### src/rtl/sram_tile_reader_pkg.sv
`default_nettype none
// +------------------------------------------------------------------+
// | aura_pkg : shared types for the K/V tile read engine             |
// | Rev 1.0                                                          |
// +------------------------------------------------------------------+
package aura_pkg;

  localparam int AURA_WORD_W = 32;

  typedef enum logic [1:0] {
    IDLE   = 2'd0,
    STREAM = 2'd1,
    DRAIN  = 2'd2,
    FLUSH  = 2'd3
  } tile_rd_state_t;

  typedef struct packed {
    logic [AURA_WORD_W-1:0] data;
    logic                   pass_last;
    logic                   last;
  } tile_rd_beat_t;

endpackage
`default_nettype wire

### src/rtl/sram_tile_reader_if.sv
`default_nettype none
// +------------------------------------------------------------------+
// | sram_tile_reader_if : command, SRAM read port and output stream  |
// | Rev 1.0                                                          |
// +------------------------------------------------------------------+
interface sram_tile_reader_if #(
  parameter int WIDTH = 32,
  parameter int DEPTH = 32,
  parameter int REP_W = 8
);
  localparam int AW = $clog2(DEPTH);

  logic             cmd_valid;
  logic             cmd_ready;
  logic [AW-1:0]    cmd_base;
  logic [AW:0]      cmd_len;
  logic [REP_W-1:0] cmd_reps;

  logic             re;
  logic [AW-1:0]    raddr;
  logic [WIDTH-1:0] rdata;

  logic             out_valid;
  logic             out_ready;
  logic [WIDTH-1:0] out_data;
  logic             out_pass_last;
  logic             out_last;
  logic             done;
  logic             busy;

  modport slave (
    input  cmd_valid, cmd_base, cmd_len, cmd_reps, rdata, out_ready,
    output cmd_ready, re, raddr, out_valid, out_data, out_pass_last, out_last, done, busy
  );

  modport master (
    output cmd_valid, cmd_base, cmd_len, cmd_reps, rdata, out_ready,
    input  cmd_ready, re, raddr, out_valid, out_data, out_pass_last, out_last, done, busy
  );

endinterface
`default_nettype wire

### src/rtl/sram_tile_reader_skid_buf.sv
`default_nettype none
// +------------------------------------------------------------------+
// | stream_skid_buf : 2-entry FIFO with registered occupancy         |
// | Rev 1.0                                                          |
// +------------------------------------------------------------------+
module stream_skid_buf #(
  parameter int PAYLOAD_W = 34
) (
  input  logic                 clk,
  input  logic                 rst,
  input  logic                 i_push,
  input  logic [PAYLOAD_W-1:0] i_data,
  input  logic                 i_pop,
  output logic                 o_valid,
  output logic [PAYLOAD_W-1:0] o_data,
  output logic [1:0]           o_count
);

  logic [PAYLOAD_W-1:0] mem_q [2];
  logic [PAYLOAD_W-1:0] mem_d [2];
  logic                 rd_ptr_q, rd_ptr_d;
  logic                 wr_ptr_q, wr_ptr_d;
  logic [1:0]           count_q, count_d;
  logic                 w_push;
  logic                 w_pop;

  always_comb begin
    w_pop    = i_pop && (count_q != 2'd0);
    // A push while full is dropped; the producer gates on o_count.
    w_push   = i_push && (count_q != 2'd2);
    mem_d    = mem_q;
    rd_ptr_d = rd_ptr_q;
    wr_ptr_d = wr_ptr_q;
    if (w_push) begin
      mem_d[wr_ptr_q] = i_data;
      wr_ptr_d        = ~wr_ptr_q;
    end
    if (w_pop) begin
      rd_ptr_d = ~rd_ptr_q;
    end
    count_d = count_q + {1'b0, w_push} - {1'b0, w_pop};
  end

  always_ff @(posedge clk) begin
    if (rst) begin
      mem_q[0] <= '0;
      mem_q[1] <= '0;
      rd_ptr_q <= 1'b0;
      wr_ptr_q <= 1'b0;
      count_q  <= 2'd0;
    end else begin
      mem_q    <= mem_d;
      rd_ptr_q <= rd_ptr_d;
      wr_ptr_q <= wr_ptr_d;
      count_q  <= count_d;
    end
  end

  assign o_valid = (count_q != 2'd0);
  assign o_data  = o_valid ? mem_q[rd_ptr_q] : '0;
  assign o_count = count_q;

endmodule
`default_nettype wire

### src/rtl/sram_tile_reader.sv
`default_nettype none
// +------------------------------------------------------------------+
// | sram_tile_reader : replays a wrapped SRAM tile as a beat stream  |
// | Rev 1.0                                                          |
// +------------------------------------------------------------------+
module sram_tile_reader
  import aura_pkg::*;
#(
  parameter int WIDTH = 32,
  parameter int DEPTH = 32,
  parameter int REP_W = 8
) (
  input logic               clk,
  input logic               rst,
  sram_tile_reader_if.slave bus
);

  localparam int AW = $clog2(DEPTH);
  localparam int LW = AW + 1;
  localparam int PW = WIDTH + 2;

  tile_rd_state_t   state_q, state_d;
  logic [AW-1:0]    base_q, base_d;
  logic [LW-1:0]    len_q, len_d;
  logic [REP_W-1:0] reps_q, reps_d;
  logic [AW-1:0]    offset_q, offset_d;
  logic [REP_W-1:0] pass_q, pass_d;
  logic             done_q, done_d;

  logic [LW-1:0]    w_addr_sum;
  logic [LW-1:0]    w_addr_wrap;
  logic [AW-1:0]    w_raddr;
  logic             w_re;
  logic             w_pass_last;
  logic             w_last;
  logic             w_cmd_ready;
  logic             w_accept;
  logic             w_pop;
  logic             w_fifo_valid;
  logic [PW-1:0]    w_fifo_head;
  logic [1:0]       w_fifo_count;

  always_comb begin
    // base < DEPTH and offset < DEPTH, so one conditional subtract suffices.
    w_addr_sum  = {1'b0, base_q} + {1'b0, offset_q};
    w_addr_wrap = (w_addr_sum >= LW'(DEPTH)) ? (w_addr_sum - LW'(DEPTH)) : w_addr_sum;
    w_raddr     = w_addr_wrap[AW-1:0];
    w_re        = (state_q == STREAM) && (w_fifo_count < 2'd2);
    w_pass_last = ({1'b0, offset_q} == (len_q - LW'(1)));
    w_last      = w_pass_last && (pass_q == (reps_q - REP_W'(1)));
    // FLUSH is the done cycle of an empty command and may take the next one.
    w_cmd_ready = (state_q == IDLE) || (state_q == FLUSH);
    w_accept    = bus.cmd_valid && w_cmd_ready;
    w_pop       = w_fifo_valid && bus.out_ready;
  end

  always_comb begin
    state_d  = state_q;
    base_d   = base_q;
    len_d    = len_q;
    reps_d   = reps_q;
    offset_d = offset_q;
    pass_d   = pass_q;
    done_d   = 1'b0;
    case (state_q)
      IDLE, FLUSH: begin
        state_d = IDLE;
        if (w_accept) begin
          base_d   = bus.cmd_base;
          len_d    = bus.cmd_len;
          reps_d   = bus.cmd_reps;
          offset_d = '0;
          pass_d   = '0;
          if ((bus.cmd_len == '0) || (bus.cmd_reps == '0)) begin
            state_d = FLUSH;
            done_d  = 1'b1;
          end else begin
            state_d = STREAM;
          end
        end
      end
      STREAM: begin
        if (w_re) begin
          if (w_pass_last) begin
            offset_d = '0;
            pass_d   = pass_q + REP_W'(1);
            if (w_last) begin
              state_d = DRAIN;
            end
          end else begin
            offset_d = offset_q + AW'(1);
          end
        end
      end
      DRAIN: begin
        if (w_pop && w_fifo_head[0]) begin
          state_d = IDLE;
          done_d  = 1'b1;
        end
      end
      default: state_d = IDLE;
    endcase
  end

  always_ff @(posedge clk) begin
    if (rst) begin
      state_q  <= IDLE;
      base_q   <= '0;
      len_q    <= '0;
      reps_q   <= '0;
      offset_q <= '0;
      pass_q   <= '0;
      done_q   <= 1'b0;
    end else begin
      state_q  <= state_d;
      base_q   <= base_d;
      len_q    <= len_d;
      reps_q   <= reps_d;
      offset_q <= offset_d;
      pass_q   <= pass_d;
      done_q   <= done_d;
    end
  end

  stream_skid_buf #(
    .PAYLOAD_W (PW)
  ) u_buf (
    .clk     (clk),
    .rst     (rst),
    .i_push  (w_re),
    .i_data  ({bus.rdata, w_pass_last, w_last}),
    .i_pop   (w_pop),
    .o_valid (w_fifo_valid),
    .o_data  (w_fifo_head),
    .o_count (w_fifo_count)
  );

  assign bus.cmd_ready     = w_cmd_ready;
  assign bus.re            = w_re;
  assign bus.raddr         = w_raddr;
  assign bus.out_valid     = w_fifo_valid;
  assign bus.out_data      = w_fifo_head[PW-1:2];
  assign bus.out_pass_last = w_fifo_head[1];
  assign bus.out_last      = w_fifo_head[0];
  assign bus.done          = done_q;
  assign bus.busy          = (state_q != IDLE);

`ifdef GEN_ASSERT
  always_ff @(posedge clk) begin
    if (!rst && w_accept) begin
      assert (bus.cmd_len <= LW'(DEPTH));
    end
  end
`endif

endmodule
`default_nettype wire

### src/flat_wrapper.sv
// flat-port wrapper written by rule: the top's interface ports become plain ports
module sram_tile_reader_flat import aura_pkg::*;
#(
  parameter int WIDTH = 32,
  parameter int DEPTH = 32,
  parameter int REP_W = 8
)
  (clk, rst, bus_cmd_valid, bus_cmd_base, bus_cmd_len, bus_cmd_reps, bus_rdata, bus_out_ready, bus_cmd_ready, bus_re, bus_raddr, bus_out_valid, bus_out_data, bus_out_pass_last, bus_out_last, bus_done, bus_busy);
  sram_tile_reader_if #(.WIDTH(WIDTH), .DEPTH(DEPTH), .REP_W(REP_W)) bus_i ();
  input logic clk;
  input logic rst;
  input wire logic [$bits(bus_i.cmd_valid)-1:0] bus_cmd_valid;
  input wire logic [$bits(bus_i.cmd_base)-1:0] bus_cmd_base;
  input wire logic [$bits(bus_i.cmd_len)-1:0] bus_cmd_len;
  input wire logic [$bits(bus_i.cmd_reps)-1:0] bus_cmd_reps;
  input wire logic [$bits(bus_i.rdata)-1:0] bus_rdata;
  input wire logic [$bits(bus_i.out_ready)-1:0] bus_out_ready;
  output wire logic [$bits(bus_i.cmd_ready)-1:0] bus_cmd_ready;
  output wire logic [$bits(bus_i.re)-1:0] bus_re;
  output wire logic [$bits(bus_i.raddr)-1:0] bus_raddr;
  output wire logic [$bits(bus_i.out_valid)-1:0] bus_out_valid;
  output wire logic [$bits(bus_i.out_data)-1:0] bus_out_data;
  output wire logic [$bits(bus_i.out_pass_last)-1:0] bus_out_pass_last;
  output wire logic [$bits(bus_i.out_last)-1:0] bus_out_last;
  output wire logic [$bits(bus_i.done)-1:0] bus_done;
  output wire logic [$bits(bus_i.busy)-1:0] bus_busy;
  assign bus_i.cmd_valid = bus_cmd_valid;
  assign bus_i.cmd_base = bus_cmd_base;
  assign bus_i.cmd_len = bus_cmd_len;
  assign bus_i.cmd_reps = bus_cmd_reps;
  assign bus_i.rdata = bus_rdata;
  assign bus_i.out_ready = bus_out_ready;
  assign bus_cmd_ready = bus_i.cmd_ready;
  assign bus_re = bus_i.re;
  assign bus_raddr = bus_i.raddr;
  assign bus_out_valid = bus_i.out_valid;
  assign bus_out_data = bus_i.out_data;
  assign bus_out_pass_last = bus_i.out_pass_last;
  assign bus_out_last = bus_i.out_last;
  assign bus_done = bus_i.done;
  assign bus_busy = bus_i.busy;
  sram_tile_reader #(.WIDTH(WIDTH), .DEPTH(DEPTH), .REP_W(REP_W)) u_core (.clk(clk), .rst(rst), .bus(bus_i));
endmodule
### config.mk
export PLATFORM = sky130hd
export DESIGN_NAME = sram_tile_reader_flat
export DESIGN_NICKNAME = d
export VERILOG_FILES = /design/src/rtl/sram_tile_reader_pkg.sv /design/src/rtl/sram_tile_reader_if.sv /design/src/rtl/sram_tile_reader_skid_buf.sv /design/src/rtl/sram_tile_reader.sv /design/src/flat_wrapper.sv
export SDC_FILE = /design/constraint.sdc
export NUM_CORES = 1
export LEC_CHECK = 0
export BUFFER_PORTS_ARGS = -buffer_cell sky130_fd_sc_hd__buf_2
export CAP_MARGIN = 30
export CORE_ASPECT_RATIO = 1.4
export CORE_MARGIN = 2
export CORE_UTILIZATION = 53
export CTS_BUF_LIST = sky130_fd_sc_hd__clkbuf_8
export CTS_CLUSTER_SIZE = 40
export DETAILED_ROUTE_END_ITERATION = 8
export GPL_TIMING_DRIVEN = 0
export PLACE_DENSITY = 0.79
export SYNTH_ARGS = -nofsm -noshare
export SYNTH_HDL_FRONTEND = slang
export SYNTH_HIERARCHICAL = 1
export SYNTH_SLANG_ARGS = --single-unit
### constraint.sdc
create_clock -name clk -period 2.3 [get_ports clk]
set_input_delay 0.23 -clock clk [delete_from_list [all_inputs] [get_ports clk]]
set_output_delay 0.23 -clock clk [all_outputs]
set_load 0.05 [all_outputs]
==> summary.md, run 1 <==
| Metric | Value |
|---|---|
| First-pass GRT wire length | 25900 um |
| RSZ-0062 raised after global routing | no |
| Synth Register Bits | 107 |
| GR Layer Usage met2 | 50.7% |
| GPL Wtd Cong | 0.831 |
| Gr ovfl total | 0 |
| Vias/cell | 6.09 |
| Finished Layout Cells | 948 |
| Synth area leaders | dfxtp_1, o31ai_1, a21oi_1 |
| DP Wirelength | 11900 um |
| Power per cell area | 641 nW/um2 |
| Status | complete, no violations |
| Initial core utilization | 54.7% |
| Antenna violations before repair | 1 |
| Area delta synth->final | 16.6% |
| Slew margin rel. | 64.4% |
| Cell variety after synth | 44 |
| Syn_area_per_cell | 8.21 um2 |
| Placed cell count | 929 |
| Clk slew on worst S/H paths | 0.10 ns |
| WP data required | 2.07 ns |
| WHS | 0.0911 ns |
| Nets | 873 |
| Die X | 91.6 um |
| Mapped Cells | 693 |
| Worst IR Drop VDD | 0.395 mV |
| Yosys top cell by area | dfxtp_1 |
| Hold buffers post-CTS | 0 |
| CTS H-tree lvls | 3 |
| Critical Path Fanout Max | 3 |
| Clock Skews | 0.0108 ns |
| Cell row count | 44 |
| Met1 Resource Use GR | 30.1% |
| 1st-iter DRT viols | 326 |
| Share of layout cells above drive strength 1 | 21.4% |
| # clock sinks | 107 |
| Mapped Area | 5690 um2 |
| Synth async-reset ratio | 0% |
| Main synth FF type | dfxtp_1 |
| Commonest non-fill, non-tap cells in the layout | buf_2, dfxtp_1, a21oi_1 |
| Max Clk Rate | 460 MHz |
| Number of port buffers | 98 |
| Slew Limit Fails | 0 |
| Vias in the first global route | 5660 |
| Final min period | 2.17 ns |
| Largest net degree at the start of global routing | 17 |
| Worst-Skew Late Latency | 0.37 ns |
| Antenna Cells | 0 |
| TritonCTS clock tree | built |
| Worst endpoint data arrival time | 1.94 ns |
| Transition time at the pin with the least slew margin | 0.534 ns |
| EDFF count, synth | 0 |
| Final hold viol count | 0 |
| GRT met3 Usage | 3.98% |
| Ports | 99 |
| Max Cap Viol | 0 |
| Drt total wl | 15900 um |
| Total track usage | 27.0% |
| Final setup fails | 0 |
| Sequential share of the synthesized area | 37.7% |
| Ys Warns | 6 |
| Most common cell after layout, fill and taps aside | buf_2 |
| Syn_nets | 761 |
| ANT nets after route | 0 |
| Grt peak-use layer | met2 |
| Startpoint types | flip-flop |
| Die Ht | 127 um |
| Kind of critical path | flip-flop to primary output |
| Core Region | 10400 um2 |
| DR WL/cell | 16.8 um |
| Synth top area share | 37.7% |
| DRC errors left | 0 |
| Die area | 11600 um2 |
| Pre-Repair DR Iteration Count | 5 |
| Vias | 5773 |
| Final cycle utilization of the critical path | 94.5% |
| CTS Buf Count | 9 |
| Path type of the worst min-delay path | input pin to flip-flop |
| Static Leak | 2.50 nW |
| Root buf cell | clkbuf_8 |
| Setup crit end kind | primary output |
| Maximum clock insertion buffer count | 2 |
## repair_timing
| action | CTS | global route |
|---|---|---|
| buffers inserted | 0 | 4 |
| pin swaps | 0 | 2 |
| gates resized for setup | 6 | 20 |
| endpoints found under the setup margin | 5 | 53 |
## worst max-delay path, cell delays in order (launching register included)
cell and delay (ns):
dfxtp_4 0.37, ha_1 0.20, inv_1 0.08, fa_2 0.20
inv_1 0.04, a21o_1 0.18, a21oi_2 0.15, xnor2_1 0.13
buf_4 0.22
## power breakdown
part / switching [mW] / internal (mW)
logic: 0.751 / 0.345
registers: 0.0796 / 1.94
clock network: 0.626 / 0.505
## path summary, 6_finish.rpt
| check | depth (start not counted) | from | slack, ns | endpoint |
|---|---|---|---|---|
| hold / removal | 3 | bus_cmd_len[0] | 0.09 | u_core/len_q[0]$_SDFFE_PP0P_ |
| hold reg to reg | 2 | u_core/base_q[0]$_SDFFE_PP0P_ | 0.47 | u_core/base_q[0]$_SDFFE_PP0P_ |
| setup reg to reg | 9 | u_core/len_q[0]$_SDFFE_PP0P_ | 0.13 | u_core/pass_q[3]$_SDFFE_PP0P_ |
| setup / recovery | 8 | u_core/offset_q[0]$_SDFFE_PP0P_ | 0.13 | bus_raddr[4] |
## state kept, by name (all words and copies together), names as in the netlist, 2 cells and up
signal / flops
u_core/u_buf/o_count: 2
u_core/state_q: 2
u_core/pass_q: 8
u_core/reps_q: 8
u_core/base_q: 5
u_core/offset_q: 5
u_core/u_buf/mem_q: 68
u_core/len_q: 6
## through the flow
stage	setup TNS, ns	total power, mW	instance area (um2)	utilization [%]	setup slack, ns
after floorplan	0	2.81	5710	-	0.00644
after global placement	-0.636	3.08	6370	61.2	-0.249
after detailed placement	-0.714	3.12	6370	61.2	-0.283
after CTS	0	4.22	6570	63.2	0.00243
after global routing	0	4.43	6630	63.8	0.00879
final	0	4.25	6630	63.8	0.127
## logic make-up (layout without fill, tap and decap cells)
group | after synthesis | count (layout) | share of synthesized area [%]
and+or+nand+nor | 216 | 216 | 19.2
AOI/OAI and AO/OA | 202 | 202 | 22.3
DFF | 107 | 107 | 37.7
buffers and inverters | 91 | 208 | 7.04
muxes | 39 | 39 | 6.93
xor gates and xnor gates | 25 | 25 | 3.85
adders and majority gates | 13 | 13 | 2.99
## synthesized netlist by cell type, drive strengths merged (5+ instances only)
master / number
dfxtp: 107
o21ai: 6
or4: 6
nor4: 6
a21oi: 103
o31ai: 72
nor2: 50
xor2: 12
nand2: 52
nand3: 6
nand4: 73
inv: 19
ha: 12
xnor2: 13
nor3: 10
nand2b: 5
mux2i: 36
clkbuf: 42
buf: 29
## layout make-up
cell class / count / area, um2
inverter: 20 / 75.1
fill: 926 / 3770
timing repair buffer: 102 / 523
clock buffer: 13 / 179
tap: 138 / 173
sequential: 107 / 2150
multi-input combinational: 495 / 3180
buffer: 70 / 347
clock inverter: 3 / 12.5
## metal layers
metal / wire (um) / up-vias
met5: 11 / -
met3: 818 / 30
met2: 8560 / 212
met4: 313 / 2
met1: 6200 / 2758
li1: - / 2771
(Power assumes the default switching activity.)
==> inputs of run 2 (changes only) <==
--- a/config.mk
+++ b/config.mk
@@ -14,7 +14,7 @@
 export CTS_CLUSTER_SIZE = 40
 export DETAILED_ROUTE_END_ITERATION = 8
 export GPL_TIMING_DRIVEN = 0
-export PLACE_DENSITY = 0.79
+export PLACE_DENSITY = 0.85
 export SYNTH_ARGS = -nofsm -noshare
 export SYNTH_HDL_FRONTEND = slang
 export SYNTH_HIERARCHICAL = 1
==> summary.md, run 2 (same netlist as run 1, synthesis figures left out) <==
| Metric | Value |
|---|---|
| Status | finished, violations left (was complete, no violations) |
| Violated checks | DRC |
| Core Region | 10400 um2 (unchanged) |
| 1st-iter DRT viols | 442 (was 326) |
| Antenna violations before repair | 0 (was 1) |
| Hold buffers post-CTS | 0 (unchanged) |
| Initial core utilization | 54.7% (unchanged) |
| Setup ws final | 0.0920 ns (was 0.127 ns) |
| Setup TNS | 0 ns (unchanged) |
| First-pass GRT wire length | 25400 um (was 25900 um) |
| Vias | 5846 (was 5773) |
| Largest Register | u_core/u_buf/mem_q (unchanged) |
| Worst-Skew Late Latency | 0.38 ns (was 0.37 ns) |
| Setup crit end kind | primary output (unchanged) |
| Area delta synth->final | 17.0% (was 16.6%) |
| Root buf cell | clkbuf_8 (unchanged) |
| Drt total wl | 15900 um (about the same) |
| Reg2reg path depth | 13 (was 9) |
| Ports | 99 (unchanged) |
| Worst endpoint data arrival time | 1.98 ns (was 1.94 ns) |
| DR WL/cell | 16.8 um (about the same) |
| Final min period | 2.21 ns (was 2.17 ns) |
| Pre-Repair DR Iteration Count | 7 (was 5) |
| GPL Wtd Cong | 0.883 (was 0.831) |
| Slew margin rel. | 64.3% (was 64.4%) |
| Design area | 6650 um2 (was 6630 um2) |
| Path type of the worst min-delay path | input pin to flip-flop (unchanged) |
| RR Startpoint | u_core/state_q[1]$_SDFFE_PP0P_ (was u_core/len_q[0]$_SDFFE_PP0P_) |
| WP data required | 2.07 ns (about the same) |
| Post-DP Area | 6370 um2 (unchanged) |
| FF-to-FF setup slack | 0.10 ns (was 0.13 ns) |
| Share of layout cells above drive strength 1 | 21.4% (about the same) |
| Worst setup path startpoint | u_core/offset_q[0]$_SDFFE_PP0P_ (unchanged) |
| R2r endpoint | u_core/u_buf/o_count[1]$_SDFF_PP0_ (was u_core/pass_q[3]$_SDFFE_PP0P_) |
| Most common cell after layout, fill and taps aside | buf_2 (unchanged) |
| Maximum clock insertion buffer count | 2 (unchanged) |
| Static Leak | 2.50 nW (about the same) |
| Kind of critical path | flip-flop to primary output (unchanged) |
| Largest net degree at the start of global routing | 18 (was 17) |
| Gr ovfl total | 0 (unchanged) |
| Final setup fails | 0 (unchanged) |
| Largest register FFs | 68 (unchanged) |
| Worst path cell trace | ha_1 -> inv_1 -> fa_2 -> inv_1 -> a21o_1 -> a21oi_1 -> xnor2_1 -> buf_4 (was ha_1 -> inv_1 -> fa_2 -> inv_1 -> a21o_1 -> a21oi_2 -> xnor2_1 -> buf_4) |
| CTS H-tree lvls | 3 (unchanged) |
| Clk slew on worst S/H paths | 0.10 ns (about the same) |
| Startpoint types | flip-flop (unchanged) |
| Commonest non-fill, non-tap cells in the layout | buf_2, a21oi_1, dfxtp_1 (was buf_2, dfxtp_1, a21oi_1) |
| Die area | 11600 um2 (unchanged) |
| Power per cell area | 661 nW/um2 (was 641 nW/um2) |
| Cell row count | 44 (unchanged) |
| Nets | 871 (was 873) |
| Antenna Cells | 0 (unchanged) |
| Worst IR Drop VDD | 0.394 mV (was 0.395 mV) |
| Die X | 91.6 um (unchanged) |
| CP Buf/Inv Count | 3 (unchanged) |
| Critical path's most frequent cell | inv_1 (unchanged) |
| TritonCTS clock tree | built (unchanged) |
| Transition time at the pin with the least slew margin | 0.535 ns (was 0.534 ns) |
| HP Start | bus_cmd_base[4] (was bus_cmd_len[0]) |
| Vias in the first global route | 5575 (was 5660) |
| Pre-CTS setup slack | -0.348 ns (was -0.283 ns) |
| DP Wirelength | 11900 um (about the same) |
| Die Ht | 127 um (unchanged) |
| Endpoint, Worst Hold | u_core/base_q[4]$_SDFFE_PP0P_ (was u_core/len_q[0]$_SDFFE_PP0P_) |
| Max Clk Rate | 453 MHz (was 460 MHz) |
| Crit path max-delay family | adder cells (unchanged) |
| CTS Buf Count | 9 (unchanged) |
| Total chip power | 4.40 mW (was 4.25 mW) |
| # clock sinks | 107 (unchanged) |
| Number of port buffers | 98 (unchanged) |
| Top flop regs | u_core/u_buf/mem_q (68), u_core/pass_q (8), u_core/reps_q (8) (unchanged) |
| Max Cap Viol | 0 (unchanged) |
| Slowest cell on crit path | dfxtp_4 (unchanged) |
| Slowest stage delay, CP | 0.38 ns (was 0.37 ns) |
| Clock Skews | 0.00918 ns (was 0.0108 ns) |
| Total track usage | 26.5% (was 27.0%) |
| Critical Path Fanout Max | 4 (was 3) |
| Slew Limit Fails | 0 (unchanged) |
| ANT nets after route | 0 (unchanged) |
| Final cycle utilization of the critical path | 96.0% (was 94.5%) |
| Final hold viol count | 0 (unchanged) |
| WHS | 0.0793 ns (was 0.0911 ns) |
| Vias/cell | 6.18 (was 6.09) |
| Cell depth of the worst hold path | 3 (unchanged) |
| DRC errors left | 1 (was 0) |
-- run 2: changes by cell type in the layout (fill, tap and decap cells not counted), sizes merged --
cell | previous run | this run
clkbuf | 52 | 48
clkinv | 2 | 4
bufinv | 0 | 2
buf | 133 | 131
-- run 2: routing by layer --
layer | global-route usage (%) | vias to the layer above | wire (um)
li1 | - | 2768 | -
met1 | 28.6 | 2784 | 6110
met2 | 49.4 | 254 | 8420
met3 | 3.56 | 40 | 921
met4 | 13.6 | 0 | 432
met5 | 0 | - | 0
-- run 2: worst reg2reg max path: stages (launching register included) --
cell and delay (ns):
dfxtp_1 0.33, inv_1 0.09, ha_1 0.17, buf_6 0.14, inv_2 0.07, nor2_4 0.10
buf_6 0.16, clkbuf_8 0.18, nand3_1 0.07, o21ai_0 0.08, a21oi_1 0.08, ha_1 0.22
nor2b_1 0.13, mux2_2 0.28
-- run 2: final cells by class --
cell class | count | area (um2)
clock inverter | 7 | 91.3
fill | 881 | 3750
buffer | 70 | 359
sequential | 107 | 2150
clock buffer | 9 | 124
multi-input combinational | 495 | 3170
timing repair buffer | 100 | 508
tap | 138 | 173
inverter | 20 | 75.1
-- run 2: worst max-delay path by stage --
stage                                                     to  slack, ns  cells past startpoint
after floorplan           u_core/u_buf/o_count[1]$_SDFF_PP0_      0.006                      9
after global placement    u_core/u_buf/o_count[1]$_SDFF_PP0_      -0.23                      9
after detailed placement  u_core/u_buf/o_count[1]$_SDFF_PP0_      -0.35                      9
after CTS                                       bus_raddr[4]      0.001                      8
after global routing           u_core/pass_q[3]$_SDFFE_PP0P_      -0.02                      8
final                                           bus_raddr[4]       0.09                      8
-- run 2: where the power goes --
part           internal [mW]  switching (mW)
clock                  0.612           0.659
sequential              1.94          0.0823
combinational          0.346           0.753
-- run 2: metrics by stage --
step / instances / util [%]
after global placement: 929 / 61.2
after CTS: 944 / 63.5
after detailed placement: 929 / 61.2
after floorplan: 693 / -
final: 946 / 63.9
after global routing: 946 / 63.9
-- run 2: what timing repair did --
| action | 4_1_cts | 5_1_grt |
|---|---|---|
| endpoints found under the setup margin | 5 | 45 |
| buffers inserted | 0 | 2 |
| resized for setup | 8 | 24 |
| pin swaps | 0 | 2 |
